$ cat config.mk
export PLATFORM = sky130hd
export DESIGN_NAME = bitbang_cfg_rx_flat
export DESIGN_NICKNAME = d
export VERILOG_FILES = /design/src/rtl/bitbang_cfg_rx_pkg.sv /design/src/rtl/bitbang_cfg_rx_if.sv /design/src/rtl/bitbang_cfg_rx_sync_edge_det.sv /design/src/rtl/bitbang_cfg_rx.sv /design/src/flat_wrapper.sv
export SDC_FILE = /design/constraint.sdc
export NUM_CORES = 1
export LEC_CHECK = 0
export CORE_MARGIN = 2
export CORE_UTILIZATION = 34
export DETAILED_ROUTE_END_ITERATION = 8
export HOLD_SLACK_MARGIN = 0.15
export PLACE_DENSITY = 0.49
export SLEW_MARGIN = 25
export SYNTH_ARGS = -nofsm -noshare
export SYNTH_HDL_FRONTEND = slang
export SYNTH_SLANG_ARGS = --single-unit
$ cat constraint.sdc
create_clock -name CLK -period 4.5 [get_ports CLK]
set_clock_uncertainty 0.15 [all_clocks]
set_input_delay 0.9 -clock CLK [delete_from_list [all_inputs] [get_ports CLK]]
set_output_delay 0.9 -clock CLK [all_outputs]
set_load 0.02 [all_outputs]
$ cat src/rtl/bitbang_cfg_rx_pkg.sv
// Shared definitions for the bit-bang configuration receiver.
//   CFG_WORD_W  : configuration word width
//   cfg_word_t  : configuration word type
//   CTRL_DATA   : control pattern that commits the data shift register as a word
//   CTRL_END    : control pattern that closes a configuration session
//   cfg_state_t : session state (idle / active)
package cfg_pkg;

    localparam int CFG_WORD_W = 32;

    typedef logic [CFG_WORD_W-1:0] cfg_word_t;

    localparam cfg_word_t CTRL_DATA = 32'h0000_FAB1;
    localparam cfg_word_t CTRL_END  = 32'h0000_FAB0;

    typedef enum logic {
        ST_IDLE   = 1'b0,
        ST_ACTIVE = 1'b1
    } cfg_state_t;

endpackage

$ cat src/rtl/bitbang_cfg_rx_if.sv
// Bundle between the pads, the configuration receiver and the frame writer.
//   s_clk, s_data : raw bit-bang pins (asynchronous to CLK)
//   word_o        : last accepted configuration word
//   word_strobe   : one-cycle pulse, word_o valid in the same cycle
//   end_strobe    : one-cycle pulse on the end-of-configuration control word
//   active        : configuration session in progress
//   word_count    : words accepted since reset or the last end word
//   state_dbg     : receiver session state, for observation only
//
// Handshake: word_strobe acts as a valid with no ready. The consumer must take
// word_o in every cycle word_strobe is high; there is no backpressure.
// master = receiver, slave = pin driver / word consumer.
interface bitbang_cfg_rx_if #(
    parameter int CNT_W = 16
);
    import cfg_pkg::*;

    logic             s_clk;
    logic             s_data;
    cfg_word_t        word_o;
    logic             word_strobe;
    logic             end_strobe;
    logic             active;
    logic [CNT_W-1:0] word_count;
    cfg_state_t       state_dbg;

    modport master (
        input  s_clk, s_data,
        output word_o, word_strobe, end_strobe, active, word_count, state_dbg
    );

    modport slave (
        output s_clk, s_data,
        input  word_o, word_strobe, end_strobe, active, word_count, state_dbg
    );

endinterface

$ cat src/rtl/bitbang_cfg_rx_sync_edge_det.sv
// Multi-flop synchroniser with edge detection for one asynchronous pin.
//   CLK, reset : system clock, synchronous active-high reset
//   pin        : asynchronous input
//   level      : synchronised pin level
//   rise, fall : single-cycle pulses when level changes 0->1 / 1->0
module sync_edge_det #(
    parameter int SYNC_STAGES = 2
) (
    input  logic CLK,
    input  logic reset,
    input  logic pin,
    output logic level,
    output logic rise,
    output logic fall
);

    logic [SYNC_STAGES-1:0] sync_q;
    logic                   prev_q;

    always_ff @(posedge CLK) begin
        if (reset) begin
            sync_q <= '0;
            prev_q <= 1'b0;
        end else begin
            sync_q <= {sync_q[SYNC_STAGES-2:0], pin};
            prev_q <= sync_q[SYNC_STAGES-1];
        end
    end

    assign level = sync_q[SYNC_STAGES-1];
    assign rise  = level & ~prev_q;
    assign fall  = ~level & prev_q;

endmodule

$ cat src/rtl/bitbang_cfg_rx.sv
// Bit-bang configuration receiver. Data bits are shifted on s_clk rising
// edges, control bits on falling edges; the control shift register is
// compared after every falling edge to commit a word or end the session.
//   CLK, reset : system clock, synchronous active-high reset
//   cfg        : pins in, word/strobe/status out (see bitbang_cfg_rx_if)
module bitbang_cfg_rx
    import cfg_pkg::*;
#(
    parameter int SYNC_STAGES  = 2,
    parameter int IDLE_TIMEOUT = 65535,
    parameter int CNT_W        = 16
) (
    input  logic             CLK,
    input  logic             reset,
    bitbang_cfg_rx_if.master cfg
);

    // Counter value after which the next idle cycle is the timeout cycle.
    localparam logic [31:0] TIMEOUT_LAST = 32'(IDLE_TIMEOUT - 1);

    logic clk_rise, clk_fall, clk_level_unused;
    logic data_level, data_rise_unused, data_fall_unused;

    sync_edge_det #(.SYNC_STAGES(SYNC_STAGES)) u_sclk (
        .CLK   (CLK),
        .reset (reset),
        .pin   (cfg.s_clk),
        .level (clk_level_unused),
        .rise  (clk_rise),
        .fall  (clk_fall)
    );

    sync_edge_det #(.SYNC_STAGES(SYNC_STAGES)) u_sdata (
        .CLK   (CLK),
        .reset (reset),
        .pin   (cfg.s_data),
        .level (data_level),
        .rise  (data_rise_unused),
        .fall  (data_fall_unused)
    );

    cfg_word_t        data_sr;
    cfg_word_t        ctrl_sr;
    cfg_word_t        ctrl_next;
    cfg_word_t        word_q;
    logic             word_strobe_q;
    logic             end_strobe_q;
    logic [CNT_W-1:0] count_q;
    logic [31:0]      idle_cnt;
    cfg_state_t       state_q;
    logic             match_data;
    logic             match_end;
    logic             timeout;

    // The comparison is made on the value the control register will hold
    // after this falling edge, so a match acts in the same cycle as the shift.
    always_comb begin
        ctrl_next  = {ctrl_sr[CFG_WORD_W-2:0], data_level};
        match_data = clk_fall && (ctrl_next == CTRL_DATA);
        match_end  = clk_fall && (ctrl_next == CTRL_END);
        timeout    = (state_q == ST_ACTIVE) && !clk_rise && !clk_fall &&
                     (idle_cnt == TIMEOUT_LAST);
    end

    always_ff @(posedge CLK) begin
        if (reset) begin
            data_sr       <= '0;
            ctrl_sr       <= '0;
            word_q        <= '0;
            word_strobe_q <= 1'b0;
            end_strobe_q  <= 1'b0;
            count_q       <= '0;
            idle_cnt      <= '0;
            state_q       <= ST_IDLE;
        end else begin
            word_strobe_q <= 1'b0;
            end_strobe_q  <= 1'b0;

            if (clk_rise) data_sr <= {data_sr[CFG_WORD_W-2:0], data_level};
            if (clk_fall) ctrl_sr <= ctrl_next;

            if (clk_rise || clk_fall || state_q == ST_IDLE) idle_cnt <= '0;
            else                                            idle_cnt <= idle_cnt + 32'd1;

            // A match takes priority over a timeout in the same cycle.
            if (match_data) begin
                word_q        <= data_sr;
                word_strobe_q <= 1'b1;
                count_q       <= count_q + CNT_W'(1);
                ctrl_sr       <= '0;
                state_q       <= ST_ACTIVE;
            end else if (match_end) begin
                end_strobe_q  <= 1'b1;
                count_q       <= '0;
                ctrl_sr       <= '0;
                state_q       <= ST_IDLE;
            end else if (timeout) begin
                state_q       <= ST_IDLE;
            end
        end
    end

    assign cfg.word_o      = word_q;
    assign cfg.word_strobe = word_strobe_q;
    assign cfg.end_strobe  = end_strobe_q;
    assign cfg.active      = (state_q == ST_ACTIVE);
    assign cfg.word_count  = count_q;
    assign cfg.state_dbg   = state_q;

endmodule

$ cat src/flat_wrapper.sv
// flat-port wrapper written by rule: the top's interface ports become plain ports
module bitbang_cfg_rx_flat import cfg_pkg::*;
#(
    parameter int SYNC_STAGES  = 2,
    parameter int IDLE_TIMEOUT = 65535,
    parameter int CNT_W        = 16
)
  (CLK, reset, cfg_s_clk, cfg_s_data, cfg_word_o, cfg_word_strobe, cfg_end_strobe, cfg_active, cfg_word_count, cfg_state_dbg);
  bitbang_cfg_rx_if #(.CNT_W(CNT_W)) cfg_i ();
  input  logic CLK;
  input  logic reset;
  input wire logic [$bits(cfg_i.s_clk)-1:0] cfg_s_clk;
  input wire logic [$bits(cfg_i.s_data)-1:0] cfg_s_data;
  output wire logic [$bits(cfg_i.word_o)-1:0] cfg_word_o;
  output wire logic [$bits(cfg_i.word_strobe)-1:0] cfg_word_strobe;
  output wire logic [$bits(cfg_i.end_strobe)-1:0] cfg_end_strobe;
  output wire logic [$bits(cfg_i.active)-1:0] cfg_active;
  output wire logic [$bits(cfg_i.word_count)-1:0] cfg_word_count;
  output wire logic [$bits(cfg_i.state_dbg)-1:0] cfg_state_dbg;
  assign cfg_i.s_clk = cfg_s_clk;
  assign cfg_i.s_data = cfg_s_data;
  assign cfg_word_o = cfg_i.word_o;
  assign cfg_word_strobe = cfg_i.word_strobe;
  assign cfg_end_strobe = cfg_i.end_strobe;
  assign cfg_active = cfg_i.active;
  assign cfg_word_count = cfg_i.word_count;
  assign cfg_state_dbg = cfg_i.state_dbg;
  bitbang_cfg_rx #(.SYNC_STAGES(SYNC_STAGES), .IDLE_TIMEOUT(IDLE_TIMEOUT), .CNT_W(CNT_W)) u_core (.CLK(CLK), .reset(reset), .cfg(cfg_i));
endmodule
# Word-level counts from Yosys, hierarchy flattened
# Cells that the tools add are included.
[word_totals]
input_bits = 4
ff_bits = 151
word_cells = 42
out_inout_bits = 52
[classes]
n_addsub = 2
n_mux = 7
n_reduce_logical = 14
n_bitwise = 5
n_eq_ne = 3
[ops]
columns = ["op", "n"]
rows = [
  ["$eq 32x16->1 const B", 3],
  ["$add 32x1->32 const B", 1],
  ["$mux 16", 2],
  ["$add 16x1->16 const B", 1],
  ["$logic_and 1x1->1", 5],
  ["$mux 1", 5],
  ["$reduce_or 2->1", 2],
  ["$not 1->1", 3],
  ["$reduce_bool 3->1", 1],
  ["$reduce_or 3->1", 1],
  ["$and 1x1->1", 2],
  ["$logic_not 1->1", 2],
  ["$logic_or 1x1->1", 2],
  ["$reduce_bool 2->1", 1],
]

# Logic depth before layout (Yosys ltp)
[logic_depth]
word_depth = 9
ltp_mapped = 9
mapped_depth_nobuf = 6

# By module
# A second synthesis with hierarchy kept.
[hier_totals]
hier_cells = 634
hier_area_um2 = 6022.0
[by_module_without_submodules]
columns = ["module", "instances", "cells_each", "seq_area_each_um2", "area_per_inst_um2"]
rows = [
  ["bitbang_cfg_rx", 1, 618, 2922.8, 5839.4],
  ["sync_edge_det", 2, 8, 60.1, 91.3],
]

# Worst setup path before layout
# No wires, ideal clock.
[synth_timing]
path_type = "input to register"
from = "in reset"
to = "reg u_core.count_q[10] (netlist: u_core.cfg.word_count[10])"
path_slack_ps = 2261
t_arrival_ps = 2010
required_time_ps = 4271
setup_time_ps = 79
n_path_buf = 1
path_stages = 4
cell_sequence = "clkbuf_1 -> or4_4 -> or3_1 -> o211ai_1"
[synth_lines]
columns = ["element", "line_no", "rtl"]
rows = [
  ["from (decl)", "flat_wrapper.sv:11", "input logic reset;"],
  ["to (signal assigned)", "bitbang_cfg_rx.sv:89", "count_q <= count_q + CNT_W'(1);"],
  ["to (decl)", "bitbang_cfg_rx.sv:48", "logic [CNT_W-1:0] count_q;"],
]

# Worst setup path in the final report
[layout_timing]
from = "reg u_core.count_q[4] (netlist: u_core.cfg.word_count[4])"
to = "out cfg_word_count[4]"
[layout_lines]
columns = ["element", "line_no", "rtl"]
rows = [
  ["to (decl)", "flat_wrapper.sv:18", "output wire logic [$bits(cfg_i.word_count)-1:0] cfg_word_count;"],
]
# No word-level cell between the ends.

==> results.md <==
- P per Cell Area: 378 mW/mm2
- Status: complete, no violations
- Clk_lat worst skew: 0.42 ns
- Distinct cell type count after synthesis: 39
- Crit Path Max Fanout: 7
- Max incr delay on CP: slightly below 0.7 ns
- Die height: 137 um
- Critical path buffers and inverters: 1
- Internal: 2.14 mW
- Rel. slew slack: 34.8%
- P&R area growth vs syn: 22.0%
- Post-CTS Setup Inserts: 0
- Tcrit/Tclk final: 58.1%
- Post-Route Setup TNS: 0 ns
- Cell count after placement: 867
- Sequential share of power: roughly 48%
- Ports: 56
- CTS tree: done
- Final setup vio count: 0
- Max Clk Rate: 0.382 GHz
- R2R Path End: u_core.ctrl_sr[29]$_SDFFE_PP0P_
- Largest net degree at the start of global routing: 59
- WL final: 12400 um
- Switching share of total power: 22.6%
- Worst hold path endpoint: u_core.u_sdata.sync_q[1]$_SDFF_PP0_
- Crit Path Category: reg2out
- Synthesis Warnings: 0
- First-pass GRT wire length: 20600 um
- Fin crit period: 2.62 ns
- Grt total ovfl: 0
- CP Launch Type: register
- Initial antenna violation count: 0
- Non-Filler Instances: roughly 900
- CTS Sinks: 151
- Ant diodes: 0
- Worst-Margin Slew: 0.974 ns
- Hold-fix buffers, CTS: 0
- Top post-synthesis cells by area: dfxtp_1, mux2i_1, nor2_1, xnor2_1, xor2_1
- Mapped Avg Cell Area: approximately 9.7 um2
- Pre-antenna DRT Iters: 4
- DR vias: 4375
- Worst-path cell chain: clkdlybuf4s50_1
- Hold Fails Final Rpt: 0
- GR peak layer: met2
- Via/cell ratio: 4.87
- Buffers on Ports: 55
- Worst path required time: 3.45 ns
- ANT nets after route: 0
- Met2 usage: 22.6%
- Leakage power: 2.64 nW
- Synth Instances: 618
- HP Start: u_core.u_sdata.sync_q[0]$_SDFF_PP0_
- Global routing usage on met1: 17.9%
- Max-cap violations: 0
- Gate power share: 1.6%
- Avg WL per Cell: approximately 14 um
- Clock-pin slew of the registers on the worst-case setup and hold paths: roughly 0.07 ns
- Synth Flop Type: dfxtp_1
- Seq cells post-synth: 151
- RSZ-0062 raised after global routing: false
- Post-cts resize count: 0
- GPL Wtd Cong: 0.770
- CP top delay family: buffers and inverters
- Total power: 2.77 mW
- Crit path capture type: primary output
- H-Tree Depth: 4
- FF-to-FF Start: u_core.u_sclk.sync_q[1]$_SDFF_PP0_
- Die width: 137 um
- Die ar.: around 0.019 mm2
- R2r setup slk: a little under 2 ns
- Global Route Usage Sum: 14.2%
- Met3 Use GR: 4.44%
- Total CTS buffers: 17
- EDFF count, synth: 0
- Clock power share: 50.0%
- Number of DRC markers in iteration 0: 191
- Root buf cell: clkbuf_16
- Largest area contributor in the netlist: dfxtp_1
- Worst Hold Class: reg2reg
- Synth Net Count: 627
- DRC: 0
- Row count: 48
- Critical Path AT: approximately 1.6 ns
- Worst path slowest cell: clkdlybuf4s50_1
- Asr flop ratio synth: 0%
- Maximum VDD drop: roughly 0.00032 V
- NetSw: 626 uW
- Final count of pins violating max slew: 0
- Share of the synthesized area in the top cell type: 50.3%
- Worst-case reg-to-reg path depth: 7
- Final nets: 670
- Share of cells above drive strength 1: under 10%
- Hold depth: 1
- Starting density of the core: 34.7%
- Core area: roughly 0.017 mm2
- Seq/Total Area, Yosys: 50.3%
- Post-Synthesis Cell Area: 0.00600 mm2
- HPWL Detailed: 7970 um
- Vias in the first global route: 4212
- Max Root-Sink Buffers: 2
==> synthesized netlist by cell type (all sizes together), types with 14 or more instances <==
cell / number
dfxtp: 151
nor2: 134
mux2i: 95
nand2: 24
xnor2: 22
clkbuf: 20
nand3: 19
nor4: 15
buf: 14
nand4: 14
nor3: 14
o21ai: 14
==> metal layers <==
metal	share of wire (%)	wire length, um
met1	49	6060
met2	46	5650
met3	3.8	475
met4	1.5	180
met5	0	0
==> area by class of cell <==
| class | instances | area, um2 |
|---|---|---|
| Fill cell | 1685 | 9970 |
| Clock inverter | 14 | 140 |
| Clock buffer | 18 | 439 |
| Multi-Input combinational cell | 421 | 2830 |
| Inverter | 12 | 45.0 |
| Sequential cell | 151 | 3020 |
| Timing Repair Buffer | 58 | 568 |
| Tap cell | 225 | 282 |
==> per-stage QoR <==
stage | instance area (um2) | hold slack (ns) | setup WS (ns) | util [%]
final | 7320 | 0.294 | 1.88 | 42.3
after global routing | 7320 | 0.314 | 1.72 | 42.3
after CTS | 7310 | 0.301 | 1.70 | 42.3
after detailed placement | 6730 | 0.277 | 1.73 | 38.9
after global placement | 6730 | 0.279 | 1.77 | 38.9
after floorplan | 6000 | 0.264 | 2.26 | -
==> cells in the final DEF (no fill, tap or decap), types with 3 or more instances in the layout <==
master / Yosys / routed
nor3_1: 14 / 14
nor4_2: 7 / 7
nor4_1: 7 / 7
nand4_1: 12 / 12
dfxtp_1: 151 / 151
clkbuf_16: 0 / 17
xor2_1: 11 / 11
ha_1: 5 / 3
nor2_1: 134 / 134
clkdlybuf4s50_1: 0 / 54
and4_1: 7 / 7
or3_1: 8 / 7
a31oi_1: 5 / 5
inv_6: 0 / 4
a21oi_1: 7 / 7
nand2_1: 24 / 23
and4bb_2: 3 / 3
inv_1: 12 / 12
nand3_1: 19 / 19
mux2i_1: 95 / 95
clkinv_4: 0 / 5
buf_4: 1 / 3
nor2b_1: 6 / 6
o21ai_0: 14 / 14
xnor2_1: 22 / 22
and3_1: 3 / 3
==> flip-flops by register name, summed over array words and instances, names as in the netlist <==
signal,count
u_core.u_sdata.sync_q,2
u_core.cfg.word_strobe,1
u_core.u_sclk.prev_q,1
u_core.data_sr,32
u_core.idle_cnt,32
u_core.cfg.word_o,32
u_core.u_sclk.sync_q,2
u_core.cfg.word_count,16
u_core.ctrl_sr,31
u_core.cfg.end_strobe,1
u_core.cfg.active,1
==> power groups by stage <==
| stage | sequential [mW] | clock (mW) | combinational [mW] |
|---|---|---|---|
| after global placement | 1.37 | 0 | 0.0448 |
| final | 1.34 | 1.38 | 0.0447 |
| after detailed placement | 1.37 | 0 | 0.0451 |
| after global routing | 1.34 | 1.48 | 0.0494 |
| after floorplan | 1.37 | 0 | 0.0333 |
| after CTS | 1.34 | 1.42 | 0.0454 |
==> kinds of logic after synthesis <==
group,after synthesis,share of synthesized area [%]
compound gates,34,3.33
xor+xnor,33,4.81
fa+ha+maj,5,1.04
buf+inv,46,3.17
flops,151,50.3
mux,95,15.8
simple gates,254,21.5
==> worst max path at each step <==
stage                                             endpoint  slack [ns]  depth (start not counted)                                   from
finish                                   cfg_word_count[4]        1.88                          1  u_core.cfg.word_count[4]$_SDFFE_PP0P_
global route               u_core.ctrl_sr[11]$_SDFFE_PP0P_        1.72                          7     u_core.u_sclk.sync_q[1]$_SDFF_PP0_
CTS                 u_core.cfg.word_count[11]$_SDFFE_PP0P_        1.70                          5        u_core.ctrl_sr[20]$_SDFFE_PP0P_
detailed placement  u_core.cfg.word_count[11]$_SDFFE_PP0P_        1.73                          5        u_core.ctrl_sr[20]$_SDFFE_PP0P_
global placement     u_core.cfg.word_count[6]$_SDFFE_PP0P_        1.77                          5        u_core.ctrl_sr[20]$_SDFFE_PP0P_
floorplan           u_core.cfg.word_count[10]$_SDFFE_PP0P_        2.26                          4                                  reset
==> worst register-to-register path, stage by stage (launching register included) <==
cell and delay (ns):
dfxtp_1 0.34, inv_1 0.08, ha_2 0.19, buf_4 0.46, inv_1 0.19, o31ai_4 0.62
buf_4 0.35, nor2_1 0.08
Note: power is estimated with default switching activity, not from simulation.
